==> config.mk <==
export PLATFORM = sky130hd
export DESIGN_NAME = ipm2l_hsstlp_tx_lane_rst_fsm_v1_0
export DESIGN_NICKNAME = d
export VERILOG_FILES = /design/src/rtl/ipm2l_hsstlp_tx_lane_rst_fsm_v1_0.sv
export SDC_FILE = /design/constraint.sdc
export NUM_CORES = 1
export LEC_CHECK = 0
export CAP_MARGIN = 40
export CORE_ASPECT_RATIO = 0.8
export CORE_MARGIN = 1
export CORE_UTILIZATION = 30
export DETAILED_ROUTE_END_ITERATION = 10
export PLACE_DENSITY = 0.55
export SYNTH_ARGS = -nofsm -noshare
export SYNTH_HDL_FRONTEND = slang
export SYNTH_SLANG_ARGS = --single-unit
==> constraint.sdc <==
create_clock -name clk -period 1.9 [get_ports clk]
set_input_delay 0.38 -clock clk [delete_from_list [all_inputs] [get_ports clk]]
set_output_delay 0.38 -clock clk [all_outputs]
set_load 0.02 [all_outputs]
==> src/rtl/ipm2l_hsstlp_tx_lane_rst_fsm_v1_0.sv <==
// -----------------------------------------------------------------------------
// ipm2l_hsstlp_tx_lane_rst_fsm_v1_0
//
// TX lane reset sequencer for the HSSTLP lane. It waits for PLL done from the
// upstream PLL reset stage. It then releases lane powerdown, PMA TX reset and
// PCS TX reset in that order, with a timed hold at each step. Loss of PLL done
// or a user lane reset restarts the whole sequence.
//
// Optional feature (macro IPM2L_HSSTLP_TX_RATE_CHG_EN):
//   When defined, i_txrate is captured into P_TX_RATE on entry to LANE_PD.
//   A rate change seen in DONE runs a RATE_RST step (state 5), then PMA_RST
//   and PCS_RST again. When undefined, P_TX_RATE stays at TX_RATE_DEFAULT and
//   state 5 is never entered.
//
// Ports:
//   clk           in   free-running clock (same as PLL reset stage)
//   rst_n         in   asynchronous active-low reset
//   i_pll_done    in   PLL done, already in the clk domain
//   i_txlane_rst  in   user TX lane reset, active-high level
//   i_txrate      in   [1:0] requested TX rate
//   P_TX_LANE_PD  out  lane TX powerdown, active-high
//   P_TX_PMA_RST  out  PMA TX reset, active-high
//   P_PCS_TX_RST  out  PCS TX reset, active-high
//   P_TX_RATE     out  [1:0] TX rate to HSST
//   o_txlane_done out  lane TX up
//   o_fsm_st      out  [2:0] current state encoding (debug)
//
// Handshake: none. i_pll_done and i_txlane_rst are levels sampled every clk.
// -----------------------------------------------------------------------------
module ipm2l_hsstlp_tx_lane_rst_fsm_v1_0 #(
  parameter int         FREE_CLOCK_FREQ = 100,
  parameter int         PCS_RST_CYC     = 32,
  parameter logic [1:0] TX_RATE_DEFAULT = 2'b00
) (
  input  logic       clk,
  input  logic       rst_n,
  input  logic       i_pll_done,
  input  logic       i_txlane_rst,
  input  logic [1:0] i_txrate,
  output logic       P_TX_LANE_PD,
  output logic       P_TX_PMA_RST,
  output logic       P_PCS_TX_RST,
  output logic [1:0] P_TX_RATE,
  output logic       o_txlane_done,
  output logic [2:0] o_fsm_st
);

  // A timed state exits when the counter reaches N-1, so it lasts N cycles.
  localparam logic [15:0] LANE_PD_LAST = 16'(FREE_CLOCK_FREQ - 1);
  localparam logic [15:0] PMA_RST_LAST = 16'(2 * FREE_CLOCK_FREQ - 1);
  localparam logic [15:0] PCS_RST_LAST = 16'(PCS_RST_CYC - 1);
  localparam logic [15:0] RATE_RST_LAST = 16'(FREE_CLOCK_FREQ - 1);

  typedef enum logic [2:0] {
    ST_WAIT_PLL = 3'd0,
    ST_LANE_PD  = 3'd1,
    ST_PMA_RST  = 3'd2,
    ST_PCS_RST  = 3'd3,
    ST_DONE     = 3'd4,
    ST_RATE_RST = 3'd5
  } state_t;

  state_t      state_q, state_d;
  logic [15:0] cnt_q, cnt_d;
  logic [1:0]  rate_q, rate_d;
  logic        pd_q, pma_q, pcs_q, done_q;
  logic        abort;

`ifndef IPM2L_HSSTLP_TX_RATE_CHG_EN
  logic unused_txrate;
  assign unused_txrate = ^i_txrate;
`endif

  assign abort = !i_pll_done || i_txlane_rst;

  always_comb begin
    state_d = state_q;
    cnt_d   = cnt_q + 16'd1;
    rate_d  = rate_q;
    case (state_q)
      ST_WAIT_PLL: begin
        cnt_d = 16'd0;
        if (i_pll_done && !i_txlane_rst) begin
          state_d = ST_LANE_PD;
`ifdef IPM2L_HSSTLP_TX_RATE_CHG_EN
          rate_d  = i_txrate;
`endif
        end
      end
      ST_LANE_PD: if (cnt_q == LANE_PD_LAST) state_d = ST_PMA_RST;
      ST_PMA_RST: if (cnt_q == PMA_RST_LAST) state_d = ST_PCS_RST;
      ST_PCS_RST: if (cnt_q == PCS_RST_LAST) state_d = ST_DONE;
      ST_DONE: begin
        cnt_d = 16'd0;
`ifdef IPM2L_HSSTLP_TX_RATE_CHG_EN
        if (i_txrate != rate_q) begin
          state_d = ST_RATE_RST;
          rate_d  = i_txrate;
        end
`endif
      end
`ifdef IPM2L_HSSTLP_TX_RATE_CHG_EN
      ST_RATE_RST: if (cnt_q == RATE_RST_LAST) state_d = ST_PMA_RST;
`endif
      default: state_d = ST_WAIT_PLL;
    endcase

    // Abort wins over counter expiry and over a same-cycle rate change;
    // the rate register keeps its old value in that case.
    if (state_q != ST_WAIT_PLL && abort) begin
      state_d = ST_WAIT_PLL;
      rate_d  = rate_q;
    end

    // Counter restarts from zero on every state entry.
    if (state_d != state_q) cnt_d = 16'd0;
  end

  always_ff @(posedge clk or negedge rst_n) begin
    if (!rst_n) begin
      state_q <= ST_WAIT_PLL;
      cnt_q   <= 16'd0;
      rate_q  <= TX_RATE_DEFAULT;
      pd_q    <= 1'b1;
      pma_q   <= 1'b1;
      pcs_q   <= 1'b1;
      done_q  <= 1'b0;
    end else begin
      state_q <= state_d;
      cnt_q   <= cnt_d;
      rate_q  <= rate_d;
      // Outputs decode the current state, so they trail the state by a cycle.
      case (state_q)
        ST_LANE_PD:  begin pd_q <= 1'b0; pma_q <= 1'b1; pcs_q <= 1'b1; done_q <= 1'b0; end
        ST_PMA_RST:  begin pd_q <= 1'b0; pma_q <= 1'b0; pcs_q <= 1'b1; done_q <= 1'b0; end
        ST_PCS_RST:  begin pd_q <= 1'b0; pma_q <= 1'b0; pcs_q <= 1'b0; done_q <= 1'b0; end
        ST_DONE:     begin pd_q <= 1'b0; pma_q <= 1'b0; pcs_q <= 1'b0; done_q <= 1'b1; end
        ST_RATE_RST: begin pd_q <= 1'b0; pma_q <= 1'b1; pcs_q <= 1'b1; done_q <= 1'b0; end
        default:     begin pd_q <= 1'b1; pma_q <= 1'b1; pcs_q <= 1'b1; done_q <= 1'b0; end
      endcase
    end
  end

  assign P_TX_LANE_PD  = pd_q;
  assign P_TX_PMA_RST  = pma_q;
  assign P_PCS_TX_RST  = pcs_q;
  assign P_TX_RATE     = rate_q;
  assign o_txlane_done = done_q;
  assign o_fsm_st      = state_q;

endmodule

==> impl_metrics.yaml, run 1 <==
finish:
  final_cells: 200
  antenna-diode-count: 0
  layout_common_cells: "nor2_1 (23), dfrtp_1 (18), buf_4 (11)"
  drive_above_1_share: 0.186
  area_growth_syn_to_layout_pct: 22.6
  nFillCells: 386
  final_common_cell: "nor2_1"
  final_net_count: 154
  design_area_um2: 1520
floorplanning:
  pin_count: 15
  dieArea_um2: 4400
  fp.dieW_um: 73.9
  die_y_um: 59.5
  coreArea_um2: 3880
  row_count: 20
  start_util: 0.320
power_and_ir_drop:
  ir_drop_v: 0.000259
  leakage_uw: 0.000616
  power.density_nw_per_um2: 569
critical_path:
  rrSetupSlack_ps: 100
  r2r_start: "cnt_q[0]$_DFF_PN0_"
  worstSetupPathType: "input pin to register"
  rr_endpoint: "cnt_q[14]$_DFF_PN0_"
  crit_path_end_kind: "register"
  reg2regPathDepth: 7
  worstPathMaxFanout: 16
  arrival_ps: 2000
  required_ps: 2050
  cp-start-kind: "input pin"
yosys:
  synth_async_sr_flop_share: 1.00
  ys.warnings.count: 0
  netlist_area_um2: 1240
  synthXorXnorAreaFrac: 0.0989
  synth_fa_ha_area_frac: 0.0202
  synth_mux_area_frac: 0
  ys_seq_area_frac: 0.467
  ys_seq_elements: 23
  synth_edf_count: 0
  syn_inst: 125
  synth_compound_area_frac: 0.0676
  avgSynthCellArea_um2: 9.92
  yosysUniqueCellTypes: 34
  synth_ff_type: "dfrtp_1"
  synth_top_family_by_area: "simple AND/OR/NAND/NOR gates"
  synth-simple-area-share: 0.297
place:
  port_buffers: 10
  placed_area_um2: 1450
  hpwl_mm: 1.75
  gp_congestion: 0.814
  dp.cells: 193
sta:
  hold_slack_ps: 480
  final_max_slew_viol_count: 0
  report.final.hold_viol_count: 0
  min_period_ps: 1850
  fmax_mhz: 541
  rsz0062_at_grt: "no"
  setup_violations: 0
  finalCritPeriodShare: 0.973
  clock_skew_ps: 1.53
grt:
  grt_pass1_wl_mm: 4.26
  antenna_found_initial: 0
  grt_pass1_vias: 918
  grt_overflow: 0
  grtUsageTotal: 0.129
  grt_max_degree: 24
outcome:
  status: "finished clean"
clock_tree:
  cts_tree: "done"
  clock_latency_ps: 260
  clk_pin_slew_ps: 80
  cts_buffers: 3
  h-tree-depth: 1
  cts_root_buf: "clkbuf_8"
  cts.sinks: 23
  clk_path_buf_depth: 2
drt:
  ant_nets: 0
  via_per_inst: 4.80
  route.vias.total: 960
  routedWlPerCell_um: 12.4
  drtIter0Drc: 58
  drtPass1Iterations: 4
  drc: 0
  detail_route.wirelength_mm: 2.48
worst_hold_path:
  hold_path_class: "input pin to async pin"
job:
  cap_viol_max_count: 0
-- sequential cells by signal, indices dropped and copies added (netlist names) --
name           count
cnt_q             16
o_fsm_st           3
P_PCS_TX_RST       1
P_TX_LANE_PD       1
P_TX_PMA_RST       1
o_txlane_done      1
-- cells in the mapped netlist, types with 2 or more instances --
library cell | count | share of area
nand4b_1 | 2 | 0.014
dfstp_2 | 3 | 0.064
a21oi_1 | 2 | 0.0081
clkbuf_1 | 3 | 0.0091
nand2_1 | 5 | 0.015
and4_1 | 4 | 0.028
nor2_1 | 23 | 0.070
xnor2_1 | 6 | 0.042
buf_4 | 2 | 0.012
nand3_1 | 6 | 0.024
ha_1 | 2 | 0.020
dfrtp_1 | 20 | 0.40
o21ai_0 | 3 | 0.012
nand4_1 | 7 | 0.035
nor3_1 | 5 | 0.020
inv_1 | 4 | 0.012
xor2_1 | 8 | 0.057
nor2b_1 | 2 | 0.010
nor4_4 | 2 | 0.034
nor3b_1 | 2 | 0.012
-- area by class of cell --
cell class,count,area [um^2],share of cell area
Clock buffer,4,45.0,0.0296
Inverter,4,15.0,0.00988
Multi-Input combinational cell,92,607,0.399
Sequential cell,23,582,0.383
Tap cell,55,68.8,0.0453
Timing Repair Buffer,22,203,0.133
-- power by group --
| part | total [uW] | internal, uW | switching [uW] |
|---|---|---|---|
| Sequential | 497 | 495 | 2.33 |
| Combinational | 69.6 | 29.5 | 40.1 |
| Clock | 297 | 149 | 148 |
-- timing repair --
action / in CTS / in global routing
hold buffers: 0 / 0
gates resized for setup: 0 / 2
setup buffers: 0 / 3
endpoints found under the setup margin: 0 / 16
-- stage by stage --
stage | power (uW) | util | TNS (ps) | setup slack [ps]
final | 864 | 0.392 | 0 | 51.1
after global routing | 909 | 0.392 | 0 | 5.64
after CTS | 874 | 0.385 | 0 | 40.1
after detailed placement | 576 | 0.374 | -3490 | -222
after global placement | 574 | 0.374 | -2420 | -154
after floorplan | 540 | - | 0 | 105
-- logic make-up (layout without fill, tap and decap cells) --
group / Yosys count / after routing
fa+ha+maj: 2 / 2
xor+xnor: 14 / 14
compound gates: 11 / 11
simple gates: 63 / 63
buf+inv: 11 / 30
flops: 23 / 23
other cells: 1 / 2
-- worst max-delay path, stage by stage --
cell and delay (ps):
clkdlybuf4s50_1 400, nand2b_1 180, or2_2 310, o311ai_2 290, a32o_2 240, buf_12 140
nor2_1 50
-- routing by layer --
| metal | vias up | part of all wire | global-route usage |
|---|---|---|---|
| met2 | 20 | 0.45 | 0.201 |
| met4 | 0 | 0.0057 | 0.0302 |
| met1 | 467 | 0.49 | 0.175 |
| met3 | 2 | 0.047 | 0.0408 |
| met5 | - | 0 | 0 |
| li1 | 471 | - | - |
-- worst max path at each step --
stage / from / to / slack [ps]
floorplan: o_fsm_st[2]$_DFF_PN0_ / cnt_q[13]$_DFF_PN0_ / 100
global placement: i_txlane_rst / cnt_q[7]$_DFF_PN0_ / -150
detailed placement: i_txlane_rst / cnt_q[15]$_DFF_PN0_ / -220
CTS: i_txlane_rst / cnt_q[12]$_DFF_PN0_ / 40
global route: i_txlane_rst / cnt_q[9]$_DFF_PN0_ / 6
finish: i_txlane_rst / cnt_q[14]$_DFF_PN0_ / 50
No activity file was read; power rests on OpenSTA's default activity.
==> run 2: changes to the inputs <==
- CORE_MARGIN: 1 -> 5
- GPL_ROUTABILITY_DRIVEN: not set -> 0
==> impl_metrics.yaml, run 2 (synthesized netlist as in run 1, its figures left out) <==
critical_path:
  rrSetupSlack_ps: 80
  arrival_ps: 2020
  cp-start-kind: "register"
  crit_path_end_kind: "register"
  r2r_start: "cnt_q[0]$_DFF_PN0_"
  rr_endpoint: "cnt_q[11]$_DFF_PN0_"
  worstPathMaxFanout: 16
  required_ps: 2100
  worstSetupPathType: "register to register"
  reg2regPathDepth: 7
floorplanning:
  fp.dieW_um: 81.9
  dieArea_um2: 5530
  row_count: 20
  die_y_um: 67.5
  pin_count: 15
  coreArea_um2: 3900
  start_util: 0.318
clock_tree:
  cts_buffers: 3
  clock_latency_ps: 270
  clk_pin_slew_ps: 80
  clk_path_buf_depth: 2
  cts_tree: "done"
  cts_root_buf: "clkbuf_8"
  ctsHoldBuffers: 0
  h-tree-depth: 1
  cts.sinks: 23
finish:
  area_growth_syn_to_layout_pct: 20.8
  final_cells: 197
  regMostFlops: "cnt_q"
  final_net_count: 151
  drive_above_1_share: 0.162
  antenna-diode-count: 0
  nFillCells: 402
  layout_common_cells: "nor2_1 (23), dfrtp_1 (20), clkdlybuf4s50_1 (10)"
  largest_register_ffs: 16
  final_common_cell: "nor2_1"
drt:
  drtPass1Iterations: 4
  route.vias.total: 949
  top_layer: "met4"
  routedWlPerCell_um: 12.5
  met1_length_mm: 1.21
  drc: 0
  detail_route.wirelength_mm: 2.47
  via_per_inst: 4.82
  dr_wl_met3_um: 180
  drtIter0Drc: 76
  ant_nets: 0
  wl_met2_mm: 1.05
sta:
  fin_ws_ps: 75.6
  setup-tns-final_ps: 0
  fmax_mhz: 548
  finalCritPeriodShare: 0.960
  report.final.hold_viol_count: 0
  min_period_ps: 1820
  setup_violations: 0
  clock_skew_ps: 6.06
  final_max_slew_viol_count: 0
power_and_ir_drop:
  power_uw: 869
  ir_drop_v: 0.000349
  leakage_uw: 0.000601
  power.density_nw_per_um2: 580
outcome:
  status: "finished clean"
grt:
  grt_pass1_wl_mm: 4.14
  grt_pass1_vias: 916
  antenna_found_initial: 0
  grt_overflow: 0
  grt_max_degree: 24
  grtUsageTotal: 0.0988
job:
  cap_viol_max_count: 0
worst_hold_path:
  hold_path_class: "input pin to async pin"
place:
  pre_cts_slack_ps: -184
  port_buffers: 10
  hpwl_mm: 1.71
  dp.cells: 191
run 2: cell types whose count changed in the layout (fill, tap and decap cells not counted):
cell | previous run | this run
buf_4 | 11 | 8
dfrtp_1 | 18 | 20
dfrtp_2 | 2 | 0
ha_1 | 2 | 1
ha_2 | 0 | 1
o21ai_0 | 3 | 2
o21ai_1 | 0 | 1
run 2: where the power goes:
part	internal, uW	switching, uW
logic	26.2	36.1
registers	495	5.66
clock network	150	156
total	671	198
run 2: final cells by class:
class / instances / area [um^2] / share of cell area
repair buffers: 19 / 180 / 0.120
multi-input cells: 92 / 609 / 0.407
clock buffers: 4 / 45.0 / 0.0301
flip-flops and latches: 23 / 579 / 0.387
inverters: 4 / 15.0 / 0.0100
well taps: 55 / 68.8 / 0.0459
run 2: per-layer routing:
| layer | vias up | track usage |
|---|---|---|
| met3 | 3 | 0.0360 |
| met4 | 0 | 0.0353 |
| met5 | - | 0 |
| met2 | 27 | 0.151 |
| met1 | 450 | 0.128 |
| li1 | 469 | - |
run 2: repair_timing:
| action | in CTS | in global routing |
|---|---|---|
| resized for setup | 0 | 2 |
| setup endpoints to repair | 0 | 16 |
| buffers inserted | 0 | 2 |
run 2: through the flow:
stage,hold WS (ps),util,cell area [um^2]
2_1_floorplan,84.4,-,1240
3_3_place_gp,489,0.368,1440
3_5_place_dp,499,0.368,1440
4_1_cts,473,0.379,1480
5_1_grt,507,0.384,1500
6_report,465,0.384,1500
run 2: worst max-delay path by stage:
stage                          startpoint                  end  slack (ps)
floorplan           o_fsm_st[2]$_DFF_PN0_  cnt_q[13]$_DFF_PN0_         100
CTS                    cnt_q[0]$_DFF_PN0_  cnt_q[10]$_DFF_PN0_          30
detailed placement           i_txlane_rst  cnt_q[11]$_DFF_PN0_        -180
global placement             i_txlane_rst   cnt_q[7]$_DFF_PN0_        -150
global route           cnt_q[1]$_DFF_PN0_  cnt_q[12]$_DFF_PN0_          -6
finish                 cnt_q[0]$_DFF_PN0_  cnt_q[11]$_DFF_PN0_          80
run 2: critical path, cell delays in order (launching register included):
cell and delay (ps):
dfrtp_1 430, ha_2 200, and4bb_2 250, nand4_1 170, nand4b_1 140, a32o_2 300
buf_12 150, nor2_1 100
==> run 3: changes to the inputs <==
- CAP_MARGIN: 40 -> not set
- CTS_CLUSTER_DIAMETER: not set -> 40
- GPL_TIMING_DRIVEN: not set -> 1
==> results of run 3 <==
Same layout as run 2: the final DEF is identical, and so are final timing and power.
